==> src/rtl/loader_pkg.sv <==
// rtl/loader_pkg.sv - loader state encoding and image framing constants
package loader_pkg;

    typedef enum logic [2:0] {
        HDR,
        WORD,
        STORE,
        GAP,
        DONE,
        ERR
    } loader_state_t;

    localparam int BYTES_PER_WORD = 4;
    localparam int WORD_STRIDE    = 4;

endpackage

==> src/rtl/ram_pkg.sv <==
// rtl/ram_pkg.sv - RAM port operation and access-size encodings shared by RAM clients
package ram_pkg;

    typedef enum logic [1:0] {
        RAM_NOP,
        RAM_LOAD,
        RAM_STORE
    } ram_op_t;

    typedef enum logic [1:0] {
        RAM_BYTE,
        RAM_HALF,
        RAM_WORD,
        RAM_LONG
    } ram_size_t;

endpackage

==> src/rtl/byte_assembler.sv <==
// rtl/byte_assembler.sv - big-endian byte-to-word shift register with byte counter
//
// Ports:
//   clk, rst   : clock, synchronous active-high reset
//   clr        : drop any partial word (wins over en)
//   en         : shift byte_in in on this edge
//   byte_in    : byte to shift in, MSB-first order
//   word_out   : registered shift-register contents
//   full       : the byte accepted this cycle completes a word (combinational)
module byte_assembler
    import loader_pkg::*;
(
    input  logic        clk,
    input  logic        rst,
    input  logic        clr,
    input  logic        en,
    input  logic [7:0]  byte_in,
    output logic [31:0] word_out,
    output logic        full
);

    logic [31:0] word_q, word_d;
    logic [1:0]  cnt_q, cnt_d;

    always_comb begin
        word_d = word_q;
        cnt_d  = cnt_q;
        if (clr) begin
            word_d = '0;
            cnt_d  = '0;
        end else if (en) begin
            word_d = {word_q[23:0], byte_in};
            // Counter wraps to zero after the last byte, so the next word starts clean.
            cnt_d  = cnt_q + 2'd1;
        end
    end

    always_ff @(posedge clk) begin
        if (rst) begin
            word_q <= '0;
            cnt_q  <= '0;
        end else begin
            word_q <= word_d;
            cnt_q  <= cnt_d;
        end
    end

    assign word_out = word_q;
    // Asserted alongside the final byte so the consumer can act on the same edge.
    assign full     = en && !clr && (cnt_q == 2'(BYTES_PER_WORD - 1));

endmodule

==> src/rtl/rx_loader.sv <==
// rtl/rx_loader.sv - serial program loader: rx bytes to consecutive RAM_LONG stores
//
// Ports:
//   clk, rst       : clock, synchronous active-high reset
//   rx_empty       : rx pipe has no byte
//   rx_data        : head byte of the rx pipe (first-word-fall-through)
//   rx_error       : rx framing/overrun error, aborts the load
//   rx_pop         : consume head byte on this edge (combinational)
//   ram_op         : RAM_STORE for one cycle per word, RAM_NOP otherwise
//   ram_size       : always RAM_LONG
//   ram_addr       : store address, starts at BASE_ADDR, steps by 4
//   ram_data_in    : {32'h0, word} while storing, zero otherwise
//   words_loaded   : number of completed stores
//   done           : whole image stored (sticky until rst)
//   error          : load aborted (sticky until rst)
module rx_loader
    import ram_pkg::*;
    import loader_pkg::*;
#(
    parameter int          ADDRW     = 17,
    parameter int unsigned BASE_ADDR = 0,
    parameter int          MAX_WORDS = 2 ** (ADDRW - 2)
) (
    input  logic             clk,
    input  logic             rst,
    input  logic             rx_empty,
    input  logic [7:0]       rx_data,
    input  logic             rx_error,
    output logic             rx_pop,
    output ram_op_t          ram_op,
    output ram_size_t        ram_size,
    output logic [ADDRW-1:0] ram_addr,
    output logic [63:0]      ram_data_in,
    output logic [ADDRW-2:0] words_loaded,
    output logic             done,
    output logic             error
);

    localparam logic [ADDRW-1:0] BASE   = ADDRW'(BASE_ADDR);
    localparam logic [ADDRW-1:0] STRIDE = ADDRW'(WORD_STRIDE);
    localparam logic [31:0]      MAX_N  = 32'(MAX_WORDS);

    loader_state_t    state_q, state_d;
    logic [31:0]      count_q, count_d;
    logic [ADDRW-1:0] addr_q, addr_d;
    logic [ADDRW-2:0] wl_q, wl_d;

    logic [31:0] asm_word;
    logic        asm_full;
    logic [31:0] hdr_value;
    logic        loading;

    assign loading = (state_q == HDR) || (state_q == WORD) ||
                     (state_q == STORE) || (state_q == GAP);

    assign rx_pop = !rst && ((state_q == HDR) || (state_q == WORD)) && !rx_empty;

    byte_assembler u_asm (
        .clk      (clk),
        .rst      (rst),
        .clr      (rx_error),
        .en       (rx_pop),
        .byte_in  (rx_data),
        .word_out (asm_word),
        .full     (asm_full)
    );

    // The count is decided on the edge that accepts its last byte, so the
    // final byte is merged in here rather than waiting for the register.
    assign hdr_value = {asm_word[23:0], rx_data};

    always_comb begin
        state_d = state_q;
        count_d = count_q;
        addr_d  = addr_q;
        wl_d    = wl_q;
        unique case (state_q)
            HDR: begin
                if (asm_full) begin
                    count_d = hdr_value;
                    if (hdr_value == 32'd0) begin
                        state_d = DONE;
                    end else if (hdr_value > MAX_N) begin
                        state_d = ERR;
                    end else begin
                        state_d = WORD;
                    end
                end
            end
            WORD: begin
                if (asm_full) begin
                    state_d = STORE;
                end
            end
            STORE: begin
                state_d = GAP;
            end
            GAP: begin
                addr_d = addr_q + STRIDE;
                wl_d   = wl_q + 1'b1;
                if (32'(wl_q) + 32'd1 == count_q) begin
                    state_d = DONE;
                end else begin
                    state_d = WORD;
                end
            end
            DONE: begin
                state_d = DONE;
            end
            ERR: begin
                state_d = ERR;
            end
            default: begin
                state_d = ERR;
            end
        endcase
        if (rx_error && loading) begin
            state_d = ERR;
        end
    end

    always_ff @(posedge clk) begin
        if (rst) begin
            state_q <= HDR;
            count_q <= '0;
            addr_q  <= BASE;
            wl_q    <= '0;
        end else begin
            state_q <= state_d;
            count_q <= count_d;
            addr_q  <= addr_d;
            wl_q    <= wl_d;
        end
    end

    // A store still showing while rst is asserted is suppressed so it never reaches RAM.
    assign ram_op       = (state_q == STORE && !rst) ? RAM_STORE : RAM_NOP;
    assign ram_size     = RAM_LONG;
    assign ram_addr     = addr_q;
    assign ram_data_in  = (state_q == STORE) ? {32'h0, asm_word} : 64'h0;
    assign words_loaded = wl_q;
    assign done         = (state_q == DONE);
    assign error        = (state_q == ERR);

endmodule
==> config.mk <==
export PLATFORM = sky130hd
export DESIGN_NAME = rx_loader
export DESIGN_NICKNAME = d
export VERILOG_FILES = /design/src/rtl/loader_pkg.sv /design/src/rtl/ram_pkg.sv /design/src/rtl/byte_assembler.sv /design/src/rtl/rx_loader.sv
export SDC_FILE = /design/constraint.sdc
export NUM_CORES = 1
export LEC_CHECK = 0
export ABC_AREA = 1
export BUFFER_PORTS_ARGS = -buffer_cell sky130_fd_sc_hd__buf_4
export CORE_ASPECT_RATIO = 1.25
export CORE_MARGIN = 8
export CORE_UTILIZATION = 60
export CTS_CLUSTER_DIAMETER = 200
export CTS_CLUSTER_SIZE = 12
export DETAILED_ROUTE_END_ITERATION = 10
export PLACE_DENSITY = 0.93
export SYNTH_ARGS = -nofsm -noshare
export SYNTH_HDL_FRONTEND = slang
export SYNTH_HIERARCHICAL = 1
export SYNTH_SLANG_ARGS = --single-unit
==> constraint.sdc <==
create_clock -name clk -period 3.9 [get_ports clk]
set_clock_uncertainty 0.2 [all_clocks]
set_input_delay 0 -clock clk [delete_from_list [all_inputs] [get_ports clk]]
set_output_delay 0 -clock clk [all_outputs]
set_load 0.02 [all_outputs]
==> results of run 1 <==
==> routing by layer <==
layer / wire [um] / up-vias / GRT usage
li1: - / 2793 / -
met1: 5670 / 2401 / 0.262
met2: 7040 / 229 / 0.384
met3: 1080 / 35 / 0.0332
met4: 450 / 0 / 0.122
met5: 0 / - / 0
==> metrics by stage <==
| stage | std cells | area (um^2) | utilization | power (W) |
|---|---|---|---|---|
| 2_1_floorplan | 911 | 5670 | - | 0.00143 |
| 3_3_place_gp | 1050 | 6020 | 0.663 | 0.00147 |
| 3_5_place_dp | 1050 | 6020 | 0.663 | 0.00148 |
| 4_1_cts | 1076 | 6410 | 0.706 | 0.00234 |
| 5_1_grt | 1076 | 6410 | 0.706 | 0.00244 |
| 6_report | 1076 | 6410 | 0.706 | 0.00235 |
==> logic make-up after synthesis <==
group / share of synthesized area
AND/OR/NAND/NOR: 0.337
buffers and inverters: 0.178
AO/OA/AOI/OAI: 0.107
flip-flops: 0.361
XOR/XNOR: 0.00881
adder cells (fa/ha/maj): 0.00677
other: 0.00136
==> area by class of cell <==
class / instances / area share
tap: 123 / 0.0240
timing repair buffer: 94 / 0.114
inverter: 144 / 0.0844
sequential: 100 / 0.313
multi-input combinational: 599 / 0.420
clock inverter: 4 / 0.00508
clock buffer: 12 / 0.0400
==> path summary, 6_finish.rpt <==
check / start / to / slack [ps] / depth (start not counted)
worst max-delay path: state_q[1]$_SDFFE_PP0P_ / count_q[22]$_SDFFE_PP0P_ / 910 / 13
worst min-delay path: rx_empty / count_q[20]$_SDFFE_PP0P_ / 40 / 7
worst max register to register: state_q[1]$_SDFFE_PP0P_ / count_q[22]$_SDFFE_PP0P_ / 910 / 13
worst min register to register: count_q[28]$_SDFFE_PP0P_ / count_q[28]$_SDFFE_PP0P_ / 260 / 2
==> cells in the final DEF, fill, tap and decap left out, drive strengths merged <==
cell type	instances
nor4	7
o21a	4
o31ai	1
clkbuf	12
ha	3
conb	37
a21oi	54
nand3	64
buf	84
nand3b	2
a211oi	1
clkinv	1
o211ai	6
nand4	12
clkinvlp	2
nand2	188
and3	1
a2111oi	1
nor2	163
xnor3	1
dfxtp	100
dlygate4sd3	10
and2	1
a31oi	1
o21ai	43
nor3	6
inv	145
xor2	3
==> critical path, delay by kind of cell, from the launching register on <==
kind                   cells  cell delay (ps)
AOI/OAI and AO/OA          2              570
buffers and inverters      4              410
DFF                        1              350
and+or+nand+nor            7             1290
==> power by group <==
group	switching (W)	internal (W)
clock network	0.000396	0.000472
registers	0.0000427	0.00105
logic	0.000256	0.000126
total	0.000694	0.00165
==> cell usage after synthesis, drive strengths merged <==
library cell | instances | area share
conb | 2 | 0.0014
clkbuf | 20 | 0.014
and3 | 1 | 0.0011
a31oi | 1 | 0.0011
nand2 | 188 | 0.13
nor2 | 163 | 0.12
and2 | 1 | 0.0011
nor4 | 7 | 0.0079
o211ai | 6 | 0.0081
ha | 3 | 0.0068
buf | 48 | 0.067
o21ai | 43 | 0.039
xor2 | 3 | 0.0047
o31ai | 1 | 0.0014
nand4 | 12 | 0.015
dfxtp | 100 | 0.36
xnor3 | 1 | 0.0041
a211oi | 1 | 0.0014
nand3b | 2 | 0.0027
nor3 | 6 | 0.0084
o21a | 4 | 0.0054
a21oi | 54 | 0.049
a2111oi | 1 | 0.0016
inv | 144 | 0.098
nand3 | 64 | 0.058
==> state kept, by name, summed over array words and instances (netlist names) <==
signal / cells
count_q: 32
ram_addr: 15
state_q: 3
u_asm/cnt_q: 2
u_asm/word_out: 32
words_loaded: 16
==> results by group, run 1 <==
Logic synthesis
  – Mapped Area: 0.00554 mm^2
  – Synthesized netlist cell count: 876
  – Synthesis Warnings: 6
  – Register area share after synthesis: 0.361
  – Avg Synthesized Cell Area: 6.33 um^2
  – Number of synthesized register bits: 100
  – Synth cell types: 35

Floorplan
  – Die area: 0.0126 mm^2
  – Initial Util: 0.611
  – Top Ports: 116
  – Core Box Area: 0.00908 mm^2
  – Die X: 102 um
  – Die Y: 123 um
  – FP Rows: 39

Clocking
  – Htree depth: 3
  – CTS hold repair buffers: 10
  – Post-CTS Setup Repair Bufs: 0
  – Root Driver: clkbuf_16
  – Resized Gates After CTS: 0
  – CTS max path bufs: 2
  – CTS Sinks: 100
  – Clock transition at the registers of the reported paths: 70 ps
  – Clk Latency, worst-skew pair: 350 ps
  – CTS tree: done
  – TritonCTS Buffers: 9

Drt
  – Final WL: 14200 um
  – TritonRoute pass-1 iters: 6
  – Vias per cell: 5.07
  – DRC Markers: 0
  – Final ANT Viol Nets: 0
  – Via count: 5458
  – WL/cell: 13.2 um
  – Detailed Route Iter0 Violations: 423

Final layout
  – Total Nets Final: 963
  – Area grow syn2layout: 15.6%
  – Footprint of the multi-input gates: 0.00269 mm^2
  – N_diodes: 0
  – Fill cells: 789
  – Share of layout cells above drive strength 1: 0.120
  – Sequential standard cell area: 0.00200 mm^2

Timing
  – FMAX: 335 MHz
  – # setup viols final: 0
  – Post-route setup slack: 911 ps
  – Tcrit/Tclk final: 0.766
  – Hold WS: 42.7 ps
  – Relative slew slack: 0.224
  – Unrepaired setup endpoints after global routing: false
  – Fin. Hold Viols: 0
  – Max-slew violation total from the final report: 0
  – Worst slew pin tran: 1160 ps
  – Min Tclk post-route: 2990 ps
  – Setup_tns: 0 ps

Global routing
  – First-pass GRT wire length: 22700 um
  – Initial antenna violation count: 0
  – GRT overflow: 0
  – Pin count of the biggest net entering global routing: 70
  – GRT Util Overall: 0.224
  – Number of global-route vias before repair: 4817

Place
  – Place WS: 1010 ps
  – Gp weighted congestion: 0.917
  – Port Buffers: 78
  – HPWL Detailed: 9950 um

Critical path
  – Crit. End Element: flip-flop
  – Biggest cell delay along the critical path: 680 ps
  – Critical Path Slowest Stage Cell: nand2_1
  – Setup CP Type: reg2reg
  – CP Max Fanout: 44
  – CP cell instances: nor2_1, inv_1, nor2_1, buf_4, inv_1, nand2_1, inv_1, nor3_2, nand2_1, nor2_1, nand2_1, o21ai_0, a21oi_1
  – Critical Path RT: 3880 ps
  – CP Launch Type: flip-flop
  – CP arrival: 2970 ps

Status
  – Status: finished, final reports clean

Power
  – Max IR drop VDD: 295 uV
  – P_leak: 2.82 nW
  – Pwr Density: 366 mW/mm^2

Run
  – Max_cap viols: 0

Min path
  – Worst min path class: in2reg
Power figures use the tool's default switching activity.
==> run 2: changes to the inputs <==
--- a/config.mk
+++ b/config.mk
@@ -9,11 +9,11 @@
 export BUFFER_PORTS_ARGS = -buffer_cell sky130_fd_sc_hd__buf_4
 export CORE_ASPECT_RATIO = 1.25
 export CORE_MARGIN = 8
-export CORE_UTILIZATION = 60
+export CORE_UTILIZATION = 50
 export CTS_CLUSTER_DIAMETER = 200
 export CTS_CLUSTER_SIZE = 12
 export DETAILED_ROUTE_END_ITERATION = 10
-export PLACE_DENSITY = 0.93
+export PLACE_DENSITY = 0.84
 export SYNTH_ARGS = -nofsm -noshare
 export SYNTH_HDL_FRONTEND = slang
 export SYNTH_HIERARCHICAL = 1
==> constraint.sdc (replaced) <==
create_clock -name clk -period 2.7 [get_ports clk]
set_clock_uncertainty 0.2 [all_clocks]
set_input_delay 0 -clock clk [delete_from_list [all_inputs] [get_ports clk]]
set_output_delay 0 -clock clk [all_outputs]
set_load 0.02 [all_outputs]
==> run 2 against run 1 <==
  * Die area rose by 17%
  * Final cell count rose by 1.5%
  * Critical endpoint is now count_q[6]$_SDFFE_PP0P_
  * Worst setup slack got worse by 730 ps
  * Combinational power rose by 47%
  * Sequential share of layout area fell by 0.43 points
  * Power rose by 46%
  * Highest routed layer unchanged
  * Register-to-register slack got worse by 730 ps
  * Critical path depth rose by 1
  * Maximum frequency rose by 19%
  * Design area rose by 1.4%
==> results by group, run 2 (synthesis gave the netlist of run 1 again) <==
Critical path
  – Reg2reg setup slack: 190 ps
  – Crit. End Element: flip-flop
  – Critical Path RT: 2740 ps
  – CP Launch Type: flip-flop
  – CP arrival: 2550 ps
  – CP Max Fanout: 53
  – CP cell instances: nor2_1, inv_1, nor2_2, inv_1, nand2_1, inv_1, nor3_4, nand2_1, nor2_2, nand2_1, buf_12, nand2_1, a21oi_1, dlygate4sd3_1
  – FF-to-FF path depth: 14
  – Setup CP Type: reg2reg
  – RR Endpoint: count_q[6]$_SDFFE_PP0P_
  – Biggest cell delay along the critical path: 570 ps
  – Critical path's top delay family: buffers and inverters
  – Critical Path Slowest Stage Cell: dlygate4sd3_1
  – Worst path bufs/invs: 5
  – Top cell by count, worst path: nand2_1
  – R2r startpoint: state_q[1]$_SDFFE_PP0P_

Floorplan
  – Die Y: 134 um
  – Die area: 0.0147 mm^2
  – FP Rows: 43
  – Top Ports: 116
  – Initial Util: 0.505
  – Core Box Area: 0.0110 mm^2
  – Die X: 110 um

Global routing
  – Busiest grt layer: met2
  – Initial antenna violation count: 0
  – First-pass GRT wire length: 22900 um
  – M2 GR Usage: 0.323
  – GRT Util Overall: 0.191
  – Met1 track demand over resource: 0.227
  – Number of global-route vias before repair: 4954
  – GRT met3 Usage: 0.0319
  – Pin count of the biggest net entering global routing: 70
  – GRT overflow: 0

Power
  – Logic pwr share: 0.164
  – Max IR drop VDD: 416 uV
  – Internal power: 0.00241 W
  – P_leak: 2.85 nW
  – Sw Ratio: 0.295
  – NetSw: 0.00101 W
  – Clock power frac: 0.374
  – Seq pwr share: 0.462
  – Pwr Density: 527 mW/mm^2

Place
  – Port Buffers: 78
  – Gp weighted congestion: 0.950
  – HPWL Detailed: 10000 um

Run
  – Max_cap viols: 0

Min path
  – Hold Path Depth: 7
  – Hold wc startpoint: rx_empty
  – Worst min path class: in2reg
  – Hold Crit Endpoint: count_q[18]$_SDFFE_PP0P_

Timing
  – Fin. Hold Viols: 0
  – Worst slew pin tran: 808 ps
  – # setup viols final: 0
  – Max-slew violation total from the final report: 0
  – Tcrit/Tclk final: 0.931
  – Hold WS: 52.7 ps
  – FMAX: 398 MHz
  – Relative slew slack: 0.461
  – Min Tclk post-route: 2510 ps

Clocking
  – Htree depth: 3
  – CTS Sinks: 100
  – Clock transition at the registers of the reported paths: 70 ps
  – CTS tree: done
  – TritonCTS Buffers: 9
  – Root Driver: clkbuf_16
  – CTS max path bufs: 2
  – Post-CTS Setup Repair Bufs: 0
  – Clk Latency, worst-skew pair: 350 ps

Drt
  – WL/cell: 12.7 um
  – Final WL: 13900 um
  – DRC Markers: 0
  – TritonRoute pass-1 iters: 5
  – Final ANT Viol Nets: 0
  – Via count: 5307
  – Vias per cell: 4.86
  – Detailed Route Iter0 Violations: 347

Final layout
  – Most frequent cells in the layout: nand2_1, nor2_1, inv_1
  – Total Nets Final: 967
  – Area grow syn2layout: 17.2%
  – Most common cell after layout, fill and taps aside: nand2_1
  – Share of layout cells above drive strength 1: 0.124
  – Final core utilization: 0.592
  – N_diodes: 0

Status
  – Status: finished, final reports clean
run 2: changes by cell type in the layout (fill, tap and decap cells not counted), moves of 2 or more:
cell,before,now
clkbuf_8,2,4
dlygate4sd3_1,10,12
nor2_1,155,153
nor2_2,6,8
run 2: timing repair:
action	4_1_cts	5_1_grt
resized for setup	0	8
hold endpoints to repair	65	0
hold buffers	12	0
setup endpoints to repair	0	2
run 2: worst register-to-register path, cell delays in order (launching register included):
cell and delay [ps]:
dfxtp_1 350, nor2_1 120, inv_1 90, nor2_2 120
inv_1 90, nand2_1 60, inv_1 60, nor3_4 130
nand2_1 80, nor2_2 110, nand2_1 100, buf_12 190
nand2_1 80, a21oi_1 50, dlygate4sd3_1 570
run 2: worst max path at each step:
stage / from / to / slack [ps] / cells past startpoint
after floorplan: state_q[0]$_SDFFE_PP0P_ / count_q[12]$_SDFFE_PP0P_ / 80 / 16
after global placement: words_loaded[8]$_SDFFE_PP0P_ / state_q[0]$_SDFFE_PP0P_ / 580 / 13
after detailed placement: words_loaded[0]$_SDFFE_PP0P_ / state_q[0]$_SDFFE_PP0P_ / 520 / 11
after CTS: state_q[0]$_SDFFE_PP0P_ / u_asm/word_out[5]$_SDFFE_PP0P_ / 50 / 12
after global routing: state_q[1]$_SDFFE_PP0P_ / count_q[6]$_SDFFE_PP0P_ / -30 / 14
final: state_q[1]$_SDFFE_PP0P_ / count_q[6]$_SDFFE_PP0P_ / 190 / 14
run 2: area by class of cell:
cell class                 instances  area (um^2)
clock buffer                      12          267
timing repair buffer              98          785
inverter                         144          541
sequential                       100         2000
clock inverter                     4         32.5
tap                              135          169
multi-input combinational        599         2700
fill                            1045         4480
run 2: power groups by stage:
stage                     Clock (W)  Combinational, W  Sequential [W]
after floorplan                   0          0.000461         0.00160
after global placement            0          0.000523         0.00162
after detailed placement          0          0.000534         0.00162
after CTS                   0.00130          0.000551         0.00158
after global routing        0.00136          0.000630         0.00159
final                       0.00128          0.000560         0.00158
run 2: metrics by stage:
| step | TNS [ps] | area [um^2] | instances | total power (W) | setup WS, ps |
|---|---|---|---|---|---|
| floorplan | 0 | 5680 | 911 | 0.00207 | 84.7 |
| global placement | 0 | 6050 | 1064 | 0.00214 | 582 |
| detailed placement | 0 | 6050 | 1064 | 0.00215 | 519 |
| CTS | 0 | 6470 | 1092 | 0.00344 | 46.8 |
| global route | -39.2 | 6500 | 1092 | 0.00358 | -25.0 |
| finish | 0 | 6500 | 1092 | 0.00342 | 186 |
run 2: metal layers:
layer | vias to the layer above | wire (um)
li1 | 2798 | -
met1 | 2322 | 5940
met5 | - | 0
met4 | 0 | 482
met3 | 39 | 814
met2 | 148 | 6660
==> run 3: changes to the inputs <==
--- a/config.mk
+++ b/config.mk
@@ -5,16 +5,14 @@
 export SDC_FILE = /design/constraint.sdc
 export NUM_CORES = 1
 export LEC_CHECK = 0
-export ABC_AREA = 1
 export BUFFER_PORTS_ARGS = -buffer_cell sky130_fd_sc_hd__buf_4
 export CORE_ASPECT_RATIO = 1.25
 export CORE_MARGIN = 8
-export CORE_UTILIZATION = 50
+export CORE_UTILIZATION = 49
 export CTS_CLUSTER_DIAMETER = 200
 export CTS_CLUSTER_SIZE = 12
 export DETAILED_ROUTE_END_ITERATION = 10
-export PLACE_DENSITY = 0.84
+export PLACE_DENSITY = 0.83
 export SYNTH_ARGS = -nofsm -noshare
 export SYNTH_HDL_FRONTEND = slang
-export SYNTH_HIERARCHICAL = 1
 export SYNTH_SLANG_ARGS = --single-unit
==> run 3 against run 2 <==
  * Power fell by 9.2%
  * Via count fell by 14%
  * Sequential power fell by 6%
  * Maximum frequency rose by 2.7%
  * Count of clock-buffer cells in the layout fell by 3
  * Critical path depth fell by 7
  * Worst hold slack got worse by 11 ps
  * Largest cell class unchanged
  * Largest power group unchanged
  * Highest routed layer unchanged
==> results by group, run 3 <==
Timing
  – Setup_tns: 0 ps
  – Worst slew pin tran: 663 ps
  – Fin. Hold Viols: 0
  – Unrepaired setup endpoints after global routing: false
  – Post-route setup slack: 252 ps
  – Min Tclk post-route: 2450 ps
  – Max-slew violation total from the final report: 0
  – Tcrit/Tclk final: 0.907
  – # setup viols final: 0
  – FMAX: 409 MHz
  – Relative slew slack: 0.558

Power
  – Sw Ratio: 0.242
  – Total Power: 0.00311 W
  – Internal power: 0.00236 W
  – P_leak: 2.32 nW
  – Pwr Density: 516 mW/mm^2
  – Logic pwr share: 0.050
  – NetSw: 0.000753 W
  – Seq pwr share: 0.479
  – Max IR drop VDD: 310 uV
  – Clock power frac: 0.470

Critical path
  – R2r startpoint: words_loaded[1]$_SDFFE_PP0P_
  – Critical Path RT: 2770 ps
  – CP arrival: 2520 ps
  – CP cell instances: ha_1, nand3_4, nor4_4, mux2i_1, a31o_1, a2111oi_2, o2bb2ai_1
  – RR Endpoint: state_q[2]$_SDFFE_PP0P_
  – Setup CP Type: reg2reg
  – Worst path bufs/invs: 0
  – FF-to-FF path depth: 7
  – Critical Path Slowest Stage Cell: dfxtp_1
  – CP Max Fanout: 7
  – Biggest cell delay along the critical path: 410 ps
  – Crit. End Element: flip-flop
  – Reg2reg setup slack: 250 ps
  – CP Launch Type: flip-flop
  – Critical path's top delay family: compound AO/OA/AOI/OAI gates

Floorplan
  – Die X: 107 um
  – Initial Util: 0.506
  – Top Ports: 116
  – Core Box Area: 0.0101 mm^2
  – FP Rows: 41
  – Die area: 0.0140 mm^2
  – Die Y: 130 um

Logic synthesis
  – Number of synthesized register bits: 100
  – Largest area contributor in the netlist: dfxtp_1
  – Synthesis Warnings: 0
  – Synthesized netlist cell count: 644
  – Synth cell types: 59
  – Avg Synthesized Cell Area: 7.93 um^2
  – Mapped Area: 0.00511 mm^2
  – FFs w/ async S/R, synth: 0
  – Top cell type's share of synthesized area: 0.392
  – Primary FF master, synth: dfxtp_1
  – Register area share after synthesis: 0.392
  – Top-count cell post-synth: nand2_1
  – EDFF count, synth: 0
  – Commonest cells in the netlist: nand2_1, dfxtp_1, a21oi_1, buf_4, nor2_1
  – Dominant cells by area after synthesis: dfxtp_1, nand2_1, a21oi_1

Min path
  – Hold Path Depth: 5
  – Worst min path class: in2reg
  – Hold Crit Endpoint: state_q[1]$_SDFFE_PP0P_
  – Hold wc startpoint: rx_empty

Place
  – Gp weighted congestion: 0.939
  – HPWL Detailed: 9300 um
  – Place WS: 327 ps
  – Port Buffers: 78

Final layout
  – N_diodes: 0
  – Total Nets Final: 726
  – Most common cell after layout, fill and taps aside: nand2_1
  – Area grow syn2layout: 17.9%
  – Fill cells: 869
  – Share of layout cells above drive strength 1: 0.175
  – Most frequent cells in the layout: nand2_1, dfxtp_1, buf_4

Drt
  – Vias per cell: 5.38
  – Final WL: 13000 um
  – TritonRoute pass-1 iters: 5
  – Via count: 4542
  – Detailed Route Iter0 Violations: 280
  – Final ANT Viol Nets: 0
  – DRC Markers: 0
  – WL/cell: 15.3 um

Clocking
  – CTS Sinks: 100
  – Resized Gates After CTS: 0
  – CTS max path bufs: 2
  – Clk Latency, worst-skew pair: 350 ps
  – TritonCTS Buffers: 9
  – Clock transition at the registers of the reported paths: 70 ps
  – Root Driver: clkbuf_16
  – Htree depth: 3
  – CTS tree: done
  – Post-CTS Setup Repair Bufs: 0

Global routing
  – First-pass GRT wire length: 20800 um
  – Initial antenna violation count: 0
  – Pin count of the biggest net entering global routing: 68
  – GRT overflow: 0
  – GRT Util Overall: 0.182
  – Number of global-route vias before repair: 4330

Run
  – Max_cap viols: 0

Status
  – Status: finished, final reports clean
## run 3: changes by cell type in the layout (fill, tap and decap cells not counted), moves of 34 or more
| cell | change |
|---|---|
| nand3_1 | -47 |
| inv_1 | -139 |
| o21ai_0 | -34 |
| and2_1 | +35 |
| nor2_1 | -115 |
| nand2_1 | -42 |
## run 3: metrics by stage
step	util	hold WS, ps	cells	area (um^2)
detailed placement	0.554	75.0	820	5600
global route	0.596	71.7	845	6030
CTS	0.596	17.0	845	6030
global placement	0.554	71.1	820	5600
floorplan	-	-64.0	679	5240
finish	0.596	41.4	845	6030
## run 3: layout make-up
type / instances / area (um^2) / area share
Tap cell: 129 / 161 / 0.0268
Clock inverter: 7 / 116 / 0.0193
Inverter: 4 / 15.0 / 0.00249
Timing Repair Buffer: 98 / 758 / 0.126
Sequential cell: 100 / 2000 / 0.332
Clock buffer: 9 / 225 / 0.0374
Multi-Input combinational cell: 498 / 2750 / 0.456
## run 3: cells by family (layout without fill, tap and decap cells)
kind of cell,count (synthesis),after routing,share of synthesized area
and+or+nand+nor,311,311,0.307
buffers and inverters,81,118,0.0975
other,2,37,0.00147
xor gates and xnor gates,43,43,0.0737
adders and majority gates,3,3,0.00735
muxes,1,1,0.00196
AOI/OAI and AO/OA,103,103,0.119
DFF,100,100,0.392
## run 3: worst max path at each step
stage                                             from                       to  slack, ps  cells past startpoint
after floorplan           words_loaded[0]$_SDFFE_PP0P_  state_q[2]$_SDFFE_PP0P_        300                      7
after global placement    words_loaded[1]$_SDFFE_PP0P_  state_q[2]$_SDFFE_PP0P_        400                      7
after detailed placement  words_loaded[1]$_SDFFE_PP0P_  state_q[2]$_SDFFE_PP0P_        330                      7
after CTS                 words_loaded[1]$_SDFFE_PP0P_  state_q[2]$_SDFFE_PP0P_        240                      7
after global routing      words_loaded[4]$_SDFFE_PP0P_  state_q[2]$_SDFFE_PP0P_         40                      6
final                     words_loaded[1]$_SDFFE_PP0P_  state_q[2]$_SDFFE_PP0P_        250                      7
## run 3: routing by layer
metal,share of wire,GRT usage,vias up
li1,-,-,2225
met1,0.40,0.212,2103
met2,0.50,0.310,187
met3,0.076,0.0414,27
met4,0.026,0.0851,0
met5,0,0,-
## run 3: what timing repair did
item | CTS | global route
hold endpoints to repair | 18 | 0
setup endpoints to repair | 0 | 0
hold buffers | 9 | 0
## run 3: worst register-to-register path: cells and delay by family, from the launching register on
| family | cells | cell delay (ps) |
|---|---|---|
| compound gates | 3 | 810 |
| fa+ha+maj | 1 | 300 |
| flops | 1 | 410 |
| mux | 1 | 120 |
| simple gates | 2 | 530 |
## run 3: power by group through the flow
stage | clock network [W] | logic, W | registers (W)
3_5_place_dp | 0 | 0.000142 | 0.00152
5_1_grt | 0.00155 | 0.000169 | 0.00149
2_1_floorplan | 0 | 0.000153 | 0.00152
3_3_place_gp | 0 | 0.000139 | 0.00152
6_report | 0.00146 | 0.000157 | 0.00149
4_1_cts | 0.00148 | 0.000153 | 0.00149
